<file path="src/rtl/nibble_serial_sub_ctrl.sv">
// nibble_serial_sub_ctrl
//
// Sequences a wide unsigned subtraction a - b through one 4-bit adder slice.
// The slice computes a + ~b + carry one nibble per clock, LSB nibble first.
// The carry starts at 1 and is chained from cycle to cycle.
//
// Handshakes: a transfer happens on a rising clk edge where valid && ready.
// The producer holds valid, and the data it qualifies, stable until that edge.
// The consumer may raise or lower ready at any time.
//   start channel: start_valid / start_ready, payload a, b
//   diff channel : diff_valid  / diff_ready,  payload diff, borrow, zero, ovf
//
// Ports
//   clk          single clock, rising edge
//   rst_n        asynchronous active-low reset
//   start_valid  requester presents operands
//   start_ready  high in IDLE (and therefore during reset)
//   a, b         W-bit minuend / subtrahend, sampled on the start handshake
//   diff_valid   high in DONE
//   diff_ready   consumer accepts the result
//   diff         a - b modulo 2^W
//   borrow       a < b unsigned (inverse of the final carry)
//   zero         diff == 0
//   ovf          signed overflow of the subtraction
//   state_dbg    current FSM state (IDLE=0, RUN=1, DONE=2) for observation
module nibble_serial_sub_ctrl #(
  parameter int NIBBLES = 4
) (
  input  logic                 clk,
  input  logic                 rst_n,
  input  logic                 start_valid,
  output logic                 start_ready,
  input  logic [4*NIBBLES-1:0] a,
  input  logic [4*NIBBLES-1:0] b,
  output logic                 diff_valid,
  input  logic                 diff_ready,
  output logic [4*NIBBLES-1:0] diff,
  output logic                 borrow,
  output logic                 zero,
  output logic                 ovf,
  output logic [1:0]           state_dbg
);

  localparam int W  = 4 * NIBBLES;
  localparam int IW = (NIBBLES > 1) ? $clog2(NIBBLES) : 1;

  typedef enum logic [1:0] {
    IDLE = 2'd0,
    RUN  = 2'd1,
    DONE = 2'd2
  } state_t;

  state_t         state_q, state_d;
  logic [W-1:0]   a_q, b_q;
  logic [W-1:0]   shadow_q;   // partial result; diff only sees it when complete
  logic [IW-1:0]  idx_q;
  logic           carry_q;

  logic [3:0]     a_nib, b_nib;
  logic [4:0]     sum;
  logic [W-1:0]   result;     // shadow with the current slice merged in
  logic           last;

  // Slice selection and the one shared 4-bit adder.
  always_comb begin
    a_nib = '0;
    b_nib = '0;
    for (int n = 0; n < NIBBLES; n++) begin
      if (idx_q == IW'(n)) begin
        a_nib = a_q[n*4 +: 4];
        b_nib = b_q[n*4 +: 4];
      end
    end
    sum    = {1'b0, a_nib} + {1'b0, ~b_nib} + {4'b0000, carry_q};
    result = shadow_q;
    for (int n = 0; n < NIBBLES; n++) begin
      if (idx_q == IW'(n)) begin
        result[n*4 +: 4] = sum[3:0];
      end
    end
    last = (idx_q == IW'(NIBBLES - 1));
  end

  // Next-state logic.
  always_comb begin
    state_d = state_q;
    case (state_q)
      IDLE:    if (start_valid)             state_d = RUN;
      RUN:     if (last)                    state_d = DONE;
      DONE:    if (diff_ready)              state_d = IDLE;
      default:                              state_d = IDLE;
    endcase
  end

  always_ff @(posedge clk or negedge rst_n) begin
    if (!rst_n) begin
      state_q <= IDLE;
    end else begin
      state_q <= state_d;
    end
  end

  // Datapath registers.
  always_ff @(posedge clk or negedge rst_n) begin
    if (!rst_n) begin
      a_q      <= '0;
      b_q      <= '0;
      shadow_q <= '0;
      idx_q    <= '0;
      carry_q  <= 1'b0;
      diff     <= '0;
      borrow   <= 1'b0;
      zero     <= 1'b0;
      ovf      <= 1'b0;
    end else begin
      case (state_q)
        IDLE: begin
          if (start_valid) begin
            a_q     <= a;
            b_q     <= b;
            idx_q   <= '0;
            carry_q <= 1'b1;   // the +1 of the two's-complement subtrahend
          end
        end
        RUN: begin
          shadow_q <= result;
          carry_q  <= sum[4];
          idx_q    <= idx_q + 1'b1;
          if (last) begin
            diff   <= result;
            borrow <= ~sum[4];
            zero   <= (result == '0);
            ovf    <= (a_q[W-1] != b_q[W-1]) && (result[W-1] != a_q[W-1]);
          end
        end
        default: ;
      endcase
    end
  end

  assign start_ready = (state_q == IDLE);
  assign diff_valid  = (state_q == DONE);
  assign state_dbg   = state_q;

endmodule

</file>
<file path="config.mk">
export PLATFORM = sky130hd
export DESIGN_NAME = nibble_serial_sub_ctrl
export DESIGN_NICKNAME = d
export VERILOG_FILES = /design/src/rtl/nibble_serial_sub_ctrl.sv
export SDC_FILE = /design/constraint.sdc
export NUM_CORES = 1
export LEC_CHECK = 0
export BUFFER_PORTS_ARGS = -buffer_cell sky130_fd_sc_hd__buf_2
export CAP_MARGIN = 20
export CORE_MARGIN = 1
export CORE_UTILIZATION = 40
export CTS_CLUSTER_DIAMETER = 60
export DETAILED_ROUTE_END_ITERATION = 8
export MAX_ROUTING_LAYER = met4
export SLEW_MARGIN = 20
export SYNTH_ARGS = -nofsm -noshare
export SYNTH_HDL_FRONTEND = slang
export SYNTH_SLANG_ARGS = --single-unit
</file>
<file path="constraint.sdc">
create_clock -name clk -period 7.5 [get_ports clk]
set_input_delay 0.375 -clock clk [delete_from_list [all_inputs] [get_ports clk]]
set_output_delay 0.375 -clock clk [all_outputs]
set_load 0.05 [all_outputs]
</file>
==> metrics.md <==
| Metric | Value |
|---|---|
| CTS Buffer Depth | 2 |
| Syn Area/Cell | 11.4 um2 |
| RSZ-0062 raised after global routing | false |
| First-pass GRT wire length | 11.6 mm |
| Height of the die | 93.9 um |
| Number of global-route vias before repair | 2298 |
| Yosys reg bits | 70 |
| Max FO, Critical Path | 23 |
| CTS tree | yes |
| Syn_nets | 342 |
| Avg WL per Cell | 14.8 um |
| Slew HR | 41.3% |
| FILL cells | 788 |
| DP Wirelength | 4.78 mm |
| Failing checks | DRC |
| Req. time, crit path | 7.79 ns |
| Starting Density | 41.3% |
| Sequential cell area fraction in the yosys report | 51.9% |
| Core area | 8180 um2 |
| Final Hold Viols | 0 |
| H-tree depth | 3 |
| Tmin final | 3.76 ns |
| Synthesized instance count | 297 |
| CTS sink cnt | 70 |
| Worst-path clk slew | 0.07 ns |
| Nets | 394 |
| Post-synth cell types | 40 |
| Max Clk Rate | 0.266 GHz |
| Max_cap viols | 0 |
| Pin slew with the least headroom to its limit | 0.880 ns |
| Root buffer selected by CTS | clkbuf_8 |
| Routed via count | 2264 |
| Hold_buf cts | 0 |
| Syn. warnings | 0 |
| CP Class | reg2reg |
| Clock latency at the later pin of the worst-skew pair | 0.35 ns |
| Post-DRT Antenna Nets | 0 |
| Diode count | 0 |
| Worst setup margin | 3.74 ns |
| Async SR Flop Fraction | 100% |
| Total CTS buffers | 9 |
| IO Port Bufs | 58 |
| Synth Flop Type | dfrtp_1 |
| Min Hold Slack | 0.209 ns |
| Worst setup SP type | flip-flop |
| Synthesized cell area | 3380 um2 |
| Crit end category | flip-flop |
| Routed vias/inst | 4.93 |
| Worst Hold Class | in2async |
| Maximum clock skew at final layout | 0.0101 ns |
| Final setup vio count | 0 |
| Post-Route Setup TNS | 0 ns |
| Routability cong. | 0.783 |
| Post_cts resized | 0 |
| Routed WL | 6.80 mm |
| DRT Pass-1 Iters | 6 |
| Setup Buffers After CTS | 0 |
| Outcome | complete, but fails checks |
| Dpl ws | 3.77 ns |
| Die footprint | 8810 um2 |
| Iter 0 DRT Violations | 109 |
| Grt ovf | 0 |
| Cell row count | 33 |
| Tcrit/Tclk final | 50.1% |
| # IOs | 59 |
| Max-slew violations | 0 |
| Die width | 93.9 um |
| Area grow syn2layout | 15.0% |
| Pin count of the biggest net entering global routing | 71 |
| Worst EP arrival | 4.05 ns |
| Layout cells sized above 1 | 34.5% |
| Global Route Usage Sum | 18.1% |
| Post-synth EDFFs | 0 |
| Final Util | 47.5% |
| # DRC | 2 |
| Initial antenna violation count | 0 |
worst max-delay path, stage by stage (launching register included):
cell,delay [ns]
dfrtp_1,0.40
inv_1,0.10
ha_1,0.68
nand3b_1,0.20
a21oi_1,0.08
a21oi_1,0.15
o21ai_0,0.12
fa_1,0.47
fa_1,0.47
xor2_2,0.23
mux2i_2,0.25
o221ai_2,0.14
nor3_1,0.23
a32o_1,0.18
cells in the mapped netlist (all sizes together), types with 2 or more instances:
library cell | number | area, um2
ha | 7 | 87.6
a21oi | 22 | 114
a21o | 2 | 15.0
nand3b | 6 | 45.0
o31ai | 2 | 15.0
inv | 4 | 15.0
dfrtp | 70 | 1750
nor3 | 3 | 15.0
nor2 | 16 | 60.1
clkbuf | 8 | 42.5
xor2 | 2 | 25.0
fa | 2 | 40.0
mux2i | 11 | 126
nor2b | 7 | 43.8
nand2 | 44 | 168
xnor2 | 2 | 25.0
o21ai | 30 | 154
buf | 10 | 80.1
nand2b | 2 | 12.5
mux2 | 39 | 469
metal layers:
| metal | up-vias | wire length, um | global-route usage (%) | part of all wire (%) |
|---|---|---|---|---|
| met5 | - | 0 | - | 0 |
| met4 | 0 | 223 | 9.62 | 3.3 |
| met3 | 18 | 301 | 4.77 | 4.4 |
| met2 | 60 | 3010 | 26.2 | 44 |
| met1 | 1059 | 3270 | 23.1 | 48 |
| li1 | 1127 | - | - | - |
state kept, by name (all words and copies together), names as in the netlist:
register   flops
a_q           16
b_q           16
borrow         1
carry_q        1
diff          16
idx_q          2
ovf            1
shadow_q      14
state_dbg      2
zero           1
cell families after synthesis:
family	share of synthesized area (%)
xor+xnor	1.48
mux	17.6
compound gates	10.3
fa+ha+maj	3.78
simple gates	10.8
flops	51.9
buf+inv	4.08
stage by stage:
step | area [um2] | cells
after floorplan | 3380 | 297
after global placement | 3680 | 443
after detailed placement | 3680 | 443
after CTS | 3880 | 459
after global routing | 3880 | 459
final | 3880 | 459
cell usage in the layout (no fill, tap or decap), types with 4 or more instances in the layout:
cell and instances:
a21oi_1 21, buf_2 58, clkbuf_8 11, dfrtp_1 70, ha_1 7, inv_1 4
mux2_2 31, mux2_4 8, mux2i_1 9, nand2_1 43, nand3b_1 6, nor2_1 16
nor2b_1 7, o21ai_0 29
worst paths after layout:
kind / start / to / slack (ns) / depth (start not counted)
worst max-delay path: idx_q[1]$_DFFE_PN0P_ / zero$_DFFE_PN0P_ / 3.74 / 13
worst min-delay path: rst_n / diff[12]$_DFFE_PN0P_ / 0.21 / 2
worst max register to register: idx_q[1]$_DFFE_PN0P_ / zero$_DFFE_PN0P_ / 3.74 / 13
worst min register to register: diff[12]$_DFFE_PN0P_ / diff[12]$_DFFE_PN0P_ / 0.47 / 2
max in group asynchronous: rst_n / a_q[5]$_DFFE_PN0P_ / 6.69 / 2
min in group clk: diff_ready / state_dbg[1]$_DFFE_PN0P_ / 0.21 / 2
final cells by class:
class / count / area [um2] / share of cell area (%)
Clock buffer: 12 / 155 / 4.00
Clock inverter: 4 / 45.0 / 1.16
Inverter: 4 / 15.0 / 0.387
Multi-Input combinational cell: 205 / 1490 / 38.3
Sequential cell: 70 / 1750 / 45.1
Tap cell: 105 / 131 / 3.38
Timing Repair Buffer: 59 / 298 / 7.67
Power is left out: the tool's default activity adds up to more than one toggle a clock period on the data nets, which glitch-free logic cannot reach.
